--- src/rtl/nibble_add_seq_pkg.sv ---
// Shared definitions for the nibble-serial adder: slice width, FSM encodings
// and the counter-width helper.
package adder_defs;

  localparam int NIB_W = 4;

  typedef enum logic [1:0] {
    IDLE = 2'd0,
    CALC = 2'd1,
    DONE = 2'd2
  } state_t;

  function automatic int clog2(input int n);
    int r;
    r = 0;
    for (int i = 0; i < 32; i++) begin
      if ((1 << r) < n) r = r + 1;
    end
    return r;
  endfunction

  // A single-nibble build still needs a 1-bit counter to hold its index.
  function automatic int cnt_width(input int n);
    return (clog2(n) < 1) ? 1 : clog2(n);
  endfunction

endpackage

--- src/rtl/fourbitFA.sv ---
// Existing 4-bit ripple-carry adder slice, reused one nibble per cycle by the
// serial controller.
module fourbitFA (
  output logic       cout,
  output logic [3:0] sumout,
  input  logic [3:0] a,
  input  logic [3:0] b,
  input  logic       cin
);

  logic [4:0] c;

  assign c[0] = cin;

  for (genvar i = 0; i < 4; i++) begin : g_bit
    assign sumout[i] = a[i] ^ b[i] ^ c[i];
    assign c[i+1]    = (a[i] & b[i]) | (c[i] & (a[i] ^ b[i]));
  end

  assign cout = c[4];

endmodule

--- src/rtl/nibble_add_seq.sv ---
// Wide adder built from one shared 4-bit slice: operands are shifted through
// the slice LSB-nibble first, with the carry chained through a register.
module nibble_add_seq
  import adder_defs::*;
#(
  parameter int NIBBLES = 4
) (
  input  logic                 clk,
  input  logic                 rst,
  input  logic                 in_valid,
  output logic                 in_ready,
  input  logic [NIB_W*NIBBLES-1:0] a,
  input  logic [NIB_W*NIBBLES-1:0] b,
  input  logic                 cin,
  output logic                 out_valid,
  input  logic                 out_ready,
  output logic [NIB_W*NIBBLES-1:0] sum,
  output logic                 cout,
  output logic                 busy
);

  localparam int W  = NIB_W * NIBBLES;
  localparam int CW = cnt_width(NIBBLES);
  localparam logic [CW-1:0] LAST = CW'(NIBBLES - 1);

  // Handshakes: a transfer happens on a rising edge where valid and ready are
  // both high; ready never depends on valid, and the result stays put until taken.
  state_t          state;
  logic [W-1:0]    a_q;
  logic [W-1:0]    b_q;
  logic [W-1:0]    sum_q;
  logic            carry_q;
  logic [CW-1:0]   cnt;

  logic            slice_cout;
  logic [NIB_W-1:0] slice_sum;
  logic [W-1:0]    sum_next;

  fourbitFA u_slice (
    .cout   (slice_cout),
    .sumout (slice_sum),
    .a      (a_q[NIB_W-1:0]),
    .b      (b_q[NIB_W-1:0]),
    .cin    (carry_q)
  );

  // New nibble enters at the top so the LSB nibble lands at bit 0 after the last step.
  assign sum_next = (sum_q >> NIB_W) | (W'(slice_sum) << (W - NIB_W));

  always_ff @(posedge clk or posedge rst) begin
    if (rst) begin
      state   <= IDLE;
      a_q     <= '0;
      b_q     <= '0;
      sum_q   <= '0;
      carry_q <= 1'b0;
      cnt     <= '0;
    end else begin
      case (state)
        IDLE: begin
          if (in_valid && in_ready) begin
            a_q     <= a;
            b_q     <= b;
            carry_q <= cin;
            cnt     <= '0;
            state   <= CALC;
          end
        end
        CALC: begin
          a_q     <= a_q >> NIB_W;
          b_q     <= b_q >> NIB_W;
          sum_q   <= sum_next;
          carry_q <= slice_cout;
          cnt     <= cnt + CW'(1);
          if (cnt == LAST) state <= DONE;
        end
        DONE: begin
          if (out_ready) state <= IDLE;
        end
        default: state <= IDLE;
      endcase
    end
  end

  assign in_ready  = (state == IDLE) && !rst;
  assign out_valid = (state == DONE);
  assign busy      = (state == CALC) || (state == DONE);
  assign sum       = sum_q;
  assign cout      = carry_q;

endmodule

--- config.mk ---
export PLATFORM = sky130hd
export DESIGN_NAME = nibble_add_seq
export DESIGN_NICKNAME = d
export VERILOG_FILES = /design/src/rtl/nibble_add_seq_pkg.sv /design/src/rtl/fourbitFA.sv /design/src/rtl/nibble_add_seq.sv
export SDC_FILE = /design/constraint.sdc
export NUM_CORES = 1
export LEC_CHECK = 0
export ABC_AREA = 1
export BUFFER_PORTS_ARGS = -buffer_cell sky130_fd_sc_hd__buf_2
export CAP_MARGIN = 10
export CORE_UTILIZATION = 35
export DETAILED_ROUTE_END_ITERATION = 10
export SYNTH_ARGS = -nofsm -noshare
export SYNTH_HDL_FRONTEND = slang
export SYNTH_SLANG_ARGS = --single-unit
--- constraint.sdc ---
create_clock -name clk -period 2.23 [get_ports clk]
set_clock_uncertainty 0.2 [all_clocks]
set_input_delay 0.1115 -clock clk [delete_from_list [all_inputs] [get_ports clk]]
set_output_delay 0.1115 -clock clk [all_outputs]
set_load 0.03 [all_outputs]
==> run_results.csv, run 1 <==
group,metric,value,unit
floorplanning,chipHeight,87.11,um
detailed_routing,drc,0,
grt,grt_max_degree,65,
layout,layout.cells.non_filler,490,
synthesis,synth_nets,353,
place,gp_congestion,0.7312,
grt,gr-total-overflow,0,
run_status,status,"finished, violations left",
synthesis,synth_area_leaders,"dfrtp_1 52%, nand2_1 18%, o21ai_0 11%",
place,dpl.hpwl,3260,um
grt,use_met3,3.033,%
place,preCtsSetupSlack,-21.23,ps
floorplanning,coreArea,6907,um2
floorplanning,ios,57,
worst_setup_path,critPathKind,"reg -> reg",
detailed_routing,drt-vias-per-instance,4.341,
cts,h-tree-depth,2,
floorplanning,start_util,36.70,%
place,placed_area,2882,um2
synthesis,synthCells,307,
grt,grt_pass1_vias,2092,
cts,clock_sinks,53,
detailed_routing,ant_nets,0,
worst_setup_path,worstPathArrival,2280,ps
timing,min_period,2249,ps
detailed_routing,drtIter0Drc,79,
layout,area_growth,30.50,%
synthesis,synth_top_area_share,52.32,%
grt,antenna_found_initial,0,
synthesis,synth_top_cell_by_area,"dfrtp_1",
timing,setup_violations,1,
timing,worst_slack,-18.76,ps
synthesis,yosysWarnings,0,
detailed_routing,wl_per_cell,10.51,um
worst_setup_path,endpoint_kind,"register",
worst_setup_path,required,2260,ps
synthesis,synth.avg_cell_area,8.257,um2
power,vdd_drop_max,0.0005310,V
worst_setup_path,path_max_fanout,2,
power,p_total,4.140,mW
timing,tightest_slew,673.2,ps
grt,top_usage_layer,"met2",
layout,n_antenna_cell,0,
floorplanning,die_w,87.11,um
worst_hold_path,min-delay-path-class,"in -> reg",
place,io_buffers,56,
power,power.density,1251,nW/um2
synthesis,synth.distinct_cells,18,
synthesis,ys_seq_area_share,52.32,%
grt,use_met2,28.27,%
timing,rsz0062_at_grt,"true",
cts,clockRootBuffer,"clkbuf_8",
cts,insertion_delay,300,ps
run,drv_cap,0,
synthesis,synth_area,2535,um2
grt,grt_usage,15.28,%
floorplanning,rows,30,
cts,cts_tree,"yes",
grt,met1_usage,18.36,%
timing,fmax,444.7,MHz
cts,numCtsBuffers,5,
detailed_routing,via_count,2127,
layout,drive_gt1_share,20.56,%
worst_setup_path,cp-start-kind,"register",
synthesis,ys_seq_elements,53,
detailed_routing,wirelength,5149,um
layout,fin_area,3308,um2
grt,grt_pass1_wl,9045,um
run_status,violations,"negative setup slack",
timing,relSlewSlack,55.12,%
timing,hold_violations,0,
timing,fin_setup_tns,-18.76,ps
timing,holdWs,32.97,ps
cts,clk_path_buf_depth,2,
cts,clk_pin_slew,90,ps
timing,maxSlewViolCount,0,
power,p_leak,1.716,nW
timing,finalCritPeriodShare,100.8,%
layout,fin_nets,439,
place,placed_cells,448,
detailed_routing,drt_pass1_iterations,4,
floorplanning,die_area,7587,um2
layout,postLayoutCoreUtil,47.90,%
layer usage:
metal | vias up | routed length [um]
met3 | 2 | 211
met5 | - | 0
li1 | 1106 | -
met1 | 966 | 2447
met4 | 0 | 19
met2 | 53 | 2471
worst paths after layout:
path / startpoint / end / slack (ps) / cells past startpoint
max: b_q[0]$_DFFE_PP0P_ / sum[15]$_DFFE_PP0P_ / -20 / 8
min: out_ready / state[0]$_DFFE_PP0P_ / 30 / 7
max reg2reg: b_q[0]$_DFFE_PP0P_ / sum[15]$_DFFE_PP0P_ / -20 / 8
min reg2reg: a_q[15]$_DFFE_PP0P_ / a_q[15]$_DFFE_PP0P_ / 280 / 2
max in group asynchronous: rst / cout$_DFFE_PP0P_ / 960 / 4
min in group asynchronous: rst / b_q[12]$_DFFE_PP0P_ / 360 / 4
worst max-delay path, stage by stage, from the launching register on:
cell	delay [ps]
dfrtp_1	420
fa_2	390
inv_2	60
fa_2	190
inv_2	40
fa_2	320
inv_2	60
fa_1	400
o21ai_1	110
what timing repair did:
action / CTS / global route
hold buffers: 34 / 0
endpoints found under the setup margin: 1 / 2
buffers inserted: 0 / 0
resized for setup: 1 / 0
endpoints found under the hold margin: 86 / 0
sequential cells by signal, summed over array words and instances, names as in the netlist:
signal,count
a_q,16
cnt,2
sum,16
cout,1
b_q,16
state,2
Yosys cell counts, drive strengths merged:
cell,instances
nand2,123
o21ai,58
dfrtp,53
inv,42
buf,15
ha,5
fa,4
nand3,4
nor2,3
report_power, final:
group / total (mW) / switching (mW) / internal, mW / leakage, nW
clock: 0.529 / 0.311 / 0.218 / 0.0439
combinational: 2.03 / 1.36 / 0.666 / 0.996
sequential: 1.58 / 0.192 / 1.39 / 0.676
layout make-up:
| cell class | instances | area, um2 |
|---|---|---|
| clock buffer | 5 | 68.82 |
| tap | 96 | 120.1 |
| clock inverter | 3 | 17.52 |
| fill | 707 | 3598 |
| inverter | 42 | 160.2 |
| sequential | 53 | 1328 |
| timing repair buffer | 94 | 663.1 |
| multi-input combinational | 197 | 950.9 |
cells in the final DEF (no fill, tap or decap), types with 2 or more instances in the layout:
cell           instances
buf_2                 56
buf_4                  3
clkbuf_8               5
clkinv_2               2
dfrtp_1               52
dlygate4sd3_1         34
fa_2                   3
ha_1                   5
inv_1                 37
inv_2                  4
nand2_1              121
nand3_1                3
nor2_1                 2
o21ai_0               55
o21ai_1                3
cells by family after synthesis:
| kind of cell | Yosys count | synth area share [%] |
|---|---|---|
| AND/OR/NAND/NOR | 130 | 20.14 |
| adder cells (fa/ha/maj) | 9 | 5.627 |
| flip-flops | 53 | 52.32 |
| AO/OA/AOI/OAI | 58 | 11.45 |
| buffers and inverters | 57 | 10.46 |
(Power assumes the default switching activity.)
==> run 2: changes to the inputs <==
RECOVER_POWER = 50   (was not set)
==> run_results.csv, run 2 (synthesis results as in run 1) <==
group,metric,value,unit
floorplanning,chipHeight,87.11,um
detailed_routing,drtIter0Drc,97,
detailed_routing,ant_nets,0,
worst_setup_path,cpPeakStageDelay,420,ps
place,gp_congestion,0.7312,
worst_setup_path,required,2260,ps
grt,grt_pass1_wl,9045,um
worst_setup_path,worstPathArrival,2280,ps
timing,relSlewSlack,12.18,%
cts,h-tree-depth,2,
run_status,violations,"negative setup slack",
floorplanning,ios,57,
timing,hold_violations,0,
cts,cts_setup_buffers,0,
run_status,status,"finished, violations left",
timing,tightest_slew,1317,ps
layout,fin_nets,439,
floorplanning,die_area,7587,um2
cts,clk_path_buf_depth,2,
place,dpl.hpwl,3260,um
floorplanning,start_util,36.70,%
grt,grt_pass1_vias,2092,
power,power.density,1252,nW/um2
layout,final_cell_mix,"121 x nand2_1, 55 x o21ai_0, 52 x dfrtp_1",
grt,gr-total-overflow,0,
timing,holdWs,33.65,ps
timing,min_period,2249,ps
floorplanning,coreArea,6907,um2
worst_setup_path,critPathKind,"reg -> reg",
detailed_routing,drt_pass1_iterations,4,
layout,drive_gt1_share,15.74,%
timing,fmax,444.7,MHz
grt,grt_usage,15.28,%
cts,cts_tree,"yes",
layout,area_growth,29.52,%
timing,finalCritPeriodShare,100.8,%
place,io_buffers,56,
grt,grt_max_degree,65,
timing,maxSlewViolCount,0,
power,p_leak,1.650,nW
power,p_total,4.109,mW
worst_setup_path,path_max_fanout,2,
cts,clockRootBuffer,"clkbuf_8",
detailed_routing,drt-vias-per-instance,4.322,
layout,nFillCells,712,
detailed_routing,drc,0,
layout,n_antenna_cell,0,
layout,postLayoutCoreUtil,47.54,%
grt,antenna_found_initial,0,
detailed_routing,wl_per_cell,10.57,um
timing,worst_slack,-18.92,ps
cts,insertion_delay,300,ps
detailed_routing,wirelength,5179,um
floorplanning,die_w,87.11,um
worst_setup_path,cp_cell_sequence,"fa_2, inv_2, fa_2, inv_2, fa_2, inv_2, fa_1, o21ai_1",
worst_setup_path,cpMaxStageDelayCell,"dfrtp_1",
power,vdd_drop_max,0.0005305,V
worst_setup_path,cp-start-kind,"register",
cts,clk_pin_slew,90,ps
run,drv_cap,0,
layout,layout_commonest_cell,"nand2_1",
timing,setup_violations,1,
timing,rsz0062_at_grt,"true",
detailed_routing,via_count,2118,
cts,clock_sinks,53,
worst_setup_path,endpoint_kind,"register",
cts,numCtsBuffers,5,
floorplanning,rows,30,
worst_hold_path,min-delay-path-class,"in -> reg",
[run 2: cell types whose count changed in the layout (fill, tap and decap cells not counted)]
cell      before  now
buf_2         56   38
buf_4          3    2
clkbuf_1       0   18
clkbuf_2       0    1
clkinv_1       0    1
inv_2          4    3
[run 2: worst paths after layout]
check / from / end / slack (ps) / depth (start not counted)
min reg2reg: a_q[15]$_DFFE_PP0P_ / a_q[15]$_DFFE_PP0P_ / 280 / 2
max reg2reg: b_q[0]$_DFFE_PP0P_ / sum[15]$_DFFE_PP0P_ / -20 / 8
max: b_q[0]$_DFFE_PP0P_ / sum[15]$_DFFE_PP0P_ / -20 / 8
max in group asynchronous: rst / cout$_DFFE_PP0P_ / 310 / 4
min: out_ready / state[0]$_DFFE_PP0P_ / 30 / 7
min in group asynchronous: rst / b_q[12]$_DFFE_PP0P_ / 620 / 4
[run 2: power breakdown]
part / switching (mW) / internal [mW]
logic: 1.36 / 0.630
registers: 0.196 / 1.39
clock network: 0.310 / 0.217
[run 2: worst max-delay path: cells and delay by family, from the launching register on]
kind / cells / cell delay (ps)
fa+ha+maj: 4 / 1300
flops: 1 / 420
compound gates: 1 / 110
buf+inv: 3 / 160
[run 2: metrics by stage]
step	cell area [um2]	setup TNS, ps	instances	setup slack (ps)
final	3283	-18.92	490	-18.92
after global routing	3283	-145.3	490	-119.7
after CTS	3308	-35.42	490	-35.42
after detailed placement	2882	-21.23	448	-21.23
after global placement	2882	0	448	10.17
after floorplan	2544	-13.17	307	-13.17
[run 2: cell type report]
type	instances	area [um2]	area share, %
clock buffer	5	68.82	2.096
clock inverter	3	17.52	0.5335
inverter	42	160.2	4.878
multi-input combinational	197	950.9	28.96
sequential	53	1328	40.43
tap	96	120.1	3.659
timing repair buffer	94	638.1	19.44
[run 2: routing by layer]
layer	part of all wire, %	track usage, %
met1	48	18.36
met2	48	28.27
met3	4.3	3.033
met4	0.37	3.130
met5	0	0
[run 2: repair_timing]
action | CTS | global route
hold endpoints to repair | 86 | 0
pin swaps | 0 | 0
gates resized for setup | 1 | 0
hold buffers | 34 | 0
endpoints found under the setup margin | 1 | 2
==> run 3: changes to the inputs <==
CORE_UTILIZATION = 48   (was 35)
PLACE_DENSITY = 0.75   (was not set)
==> run_results.csv, run 3 (synthesis results as in run 1) <==
group,metric,value,unit
detailed_routing,wl_per_cell,11.26,um
place,preCtsSetupSlack,-42.81,ps
timing,setup_violations,1,
worst_setup_path,endpoint_kind,"register",
timing,tightest_slew,1281,ps
power,power.density,1279,nW/um2
floorplanning,start_util,49.63,%
floorplanning,chipHeight,74.67,um
detailed_routing,drt-vias-per-instance,4.663,
cts,h-tree-depth,2,
worst_setup_path,cpMaxStageDelayCell,"dfrtp_1",
grt,antenna_found_initial,0,
floorplanning,ios,57,
timing,relSlewSlack,14.61,%
layout,drive_gt1_share,16.41,%
timing,finalCritPeriodShare,101.0,%
worst_setup_path,worst-path-buf-inv,3,
place,io_buffers,56,
run_status,status,"finished, violations left",
cts,numCtsBuffers,5,
timing,hold_violations,0,
place,gp_congestion,0.7346,
cts,cts_tree,"yes",
timing,maxSlewViolCount,0,
grt,gr-total-overflow,0,
worst_setup_path,required,2260,ps
timing,min_period,2253,ps
run_status,violations,"negative setup slack",
detailed_routing,via_count,2173,
floorplanning,coreArea,5107,um2
worst_setup_path,worstPathArrival,2280,ps
worst_setup_path,crit_family,"adder cells",
worst_setup_path,critPathKind,"reg -> reg",
timing,fmax,443.9,MHz
power,vdd_drop_max,0.0004801,V
cts,insertion_delay,300,ps
layout,layout.cells.non_filler,466,
cts,clockRootBuffer,"clkbuf_8",
detailed_routing,drt_pass1_iterations,4,
worst_hold_path,min-delay-path-class,"in -> reg",
worst_setup_path,cp-start-kind,"register",
layout,nFillCells,472,
worst_setup_path,cp_cell_sequence,"fa_2, inv_2, fa_2, inv_2, fa_2, inv_2, fa_1, o21ai_1",
power,p_leak,1.674,nW
place,dpl.hpwl,3110,um
worst_setup_path,path_max_fanout,2,
layout,final_cell_mix,"121 x nand2_1, 55 x o21ai_0, 52 x dfrtp_1",
place,placed_cells,421,
layout,area_growth,29.47,%
grt,grt_max_degree,65,
detailed_routing,drtIter0Drc,73,
layout,fin_nets,441,
cts,clock_sinks,53,
detailed_routing,wirelength,5249,um
timing,rsz0062_at_grt,"true",
layout,layout_commonest_cell,"nand2_1",
cts,clk_pin_slew,90,ps
floorplanning,rows,26,
layout,n_antenna_cell,0,
grt,grt_pass1_vias,2020,
timing,worst_slack,-22.56,ps
worst_setup_path,cpPeakStageDelay,410,ps
detailed_routing,drc,0,
floorplanning,die_w,74.67,um
grt,grt_usage,21.43,%
floorplanning,die_area,5576,um2
run,drv_cap,0,
cts,clk_path_buf_depth,2,
grt,grt_pass1_wl,8976,um
detailed_routing,ant_nets,0,
## run 3: power by group
group          internal (mW)  switching (mW)  leakage (nW)  total [mW]
clock                  0.281           0.304        0.0542       0.585
sequential              1.39           0.199         0.676        1.59
combinational          0.655            1.37         0.943        2.02
## run 3: final timing paths
path,startpoint,endpoint,slack (ps),cells past startpoint
max in group asynchronous,rst,cout$_DFFE_PP0P_,360,4
worst min-delay path,out_ready,state[0]$_DFFE_PP0P_,20,7
worst max-delay path,b_q[0]$_DFFE_PP0P_,sum[15]$_DFFE_PP0P_,-20,8
min in group asynchronous,rst,state[1]$_DFFE_PP0P_,620,4
worst min register to register,cnt[1]$_DFFE_PP0P_,cnt[1]$_DFFE_PP0P_,280,2
worst max register to register,b_q[0]$_DFFE_PP0P_,sum[15]$_DFFE_PP0P_,-20,8
## run 3: per-layer routing
| metal | part of all wire (%) | up-vias | global-route usage [%] |
|---|---|---|---|
| li1 | - | 1108 | - |
| met1 | 45 | 1010 | 26.97 |
| met2 | 49 | 48 | 37.14 |
| met3 | 4.6 | 7 | 5.622 |
| met4 | 1.1 | 0 | 5.031 |
| met5 | 0 | - | 0 |
## run 3: timing repair
item                                   in CTS  in global routing
buffers inserted                            1                  2
endpoints found under the hold margin      86                  0
resized for setup                           1                  0
setup endpoints to repair                   1                  2
pin swaps                                   2                  1
hold buffers                               34                  0
## run 3: final cells by class
class	instances	area (um2)	share of cell area, %
flip-flops and latches	53	1328	40.45
multi-input cells	197	950.9	28.97
repair buffers	96	654.4	19.94
inverters	42	160.2	4.880
clock buffers	7	96.34	2.936
well taps	70	87.58	2.669
clock inverters	1	5.005	0.1525
## run 3: stage by stage
stage	cell area (um2)	hold slack (ps)	total power, mW	utilization (%)	TNS (ps)
2_1_floorplan	2544	-6.992	3.194	-	-13.17
3_3_place_gp	2841	116.8	3.509	55.63	0
3_5_place_dp	2841	122.7	3.593	55.63	-42.81
4_1_cts	3291	15.44	4.251	64.43	-50.55
5_1_grt	3282	90.02	4.615	64.26	-94.91
6_report	3282	18.76	4.198	64.26	-22.56
## run 3: worst min-delay path: cells and delay by family
kind | cells | cell delay, ps
AND/OR/NAND/NOR | 4 | 200
buffers and inverters | 3 | 180
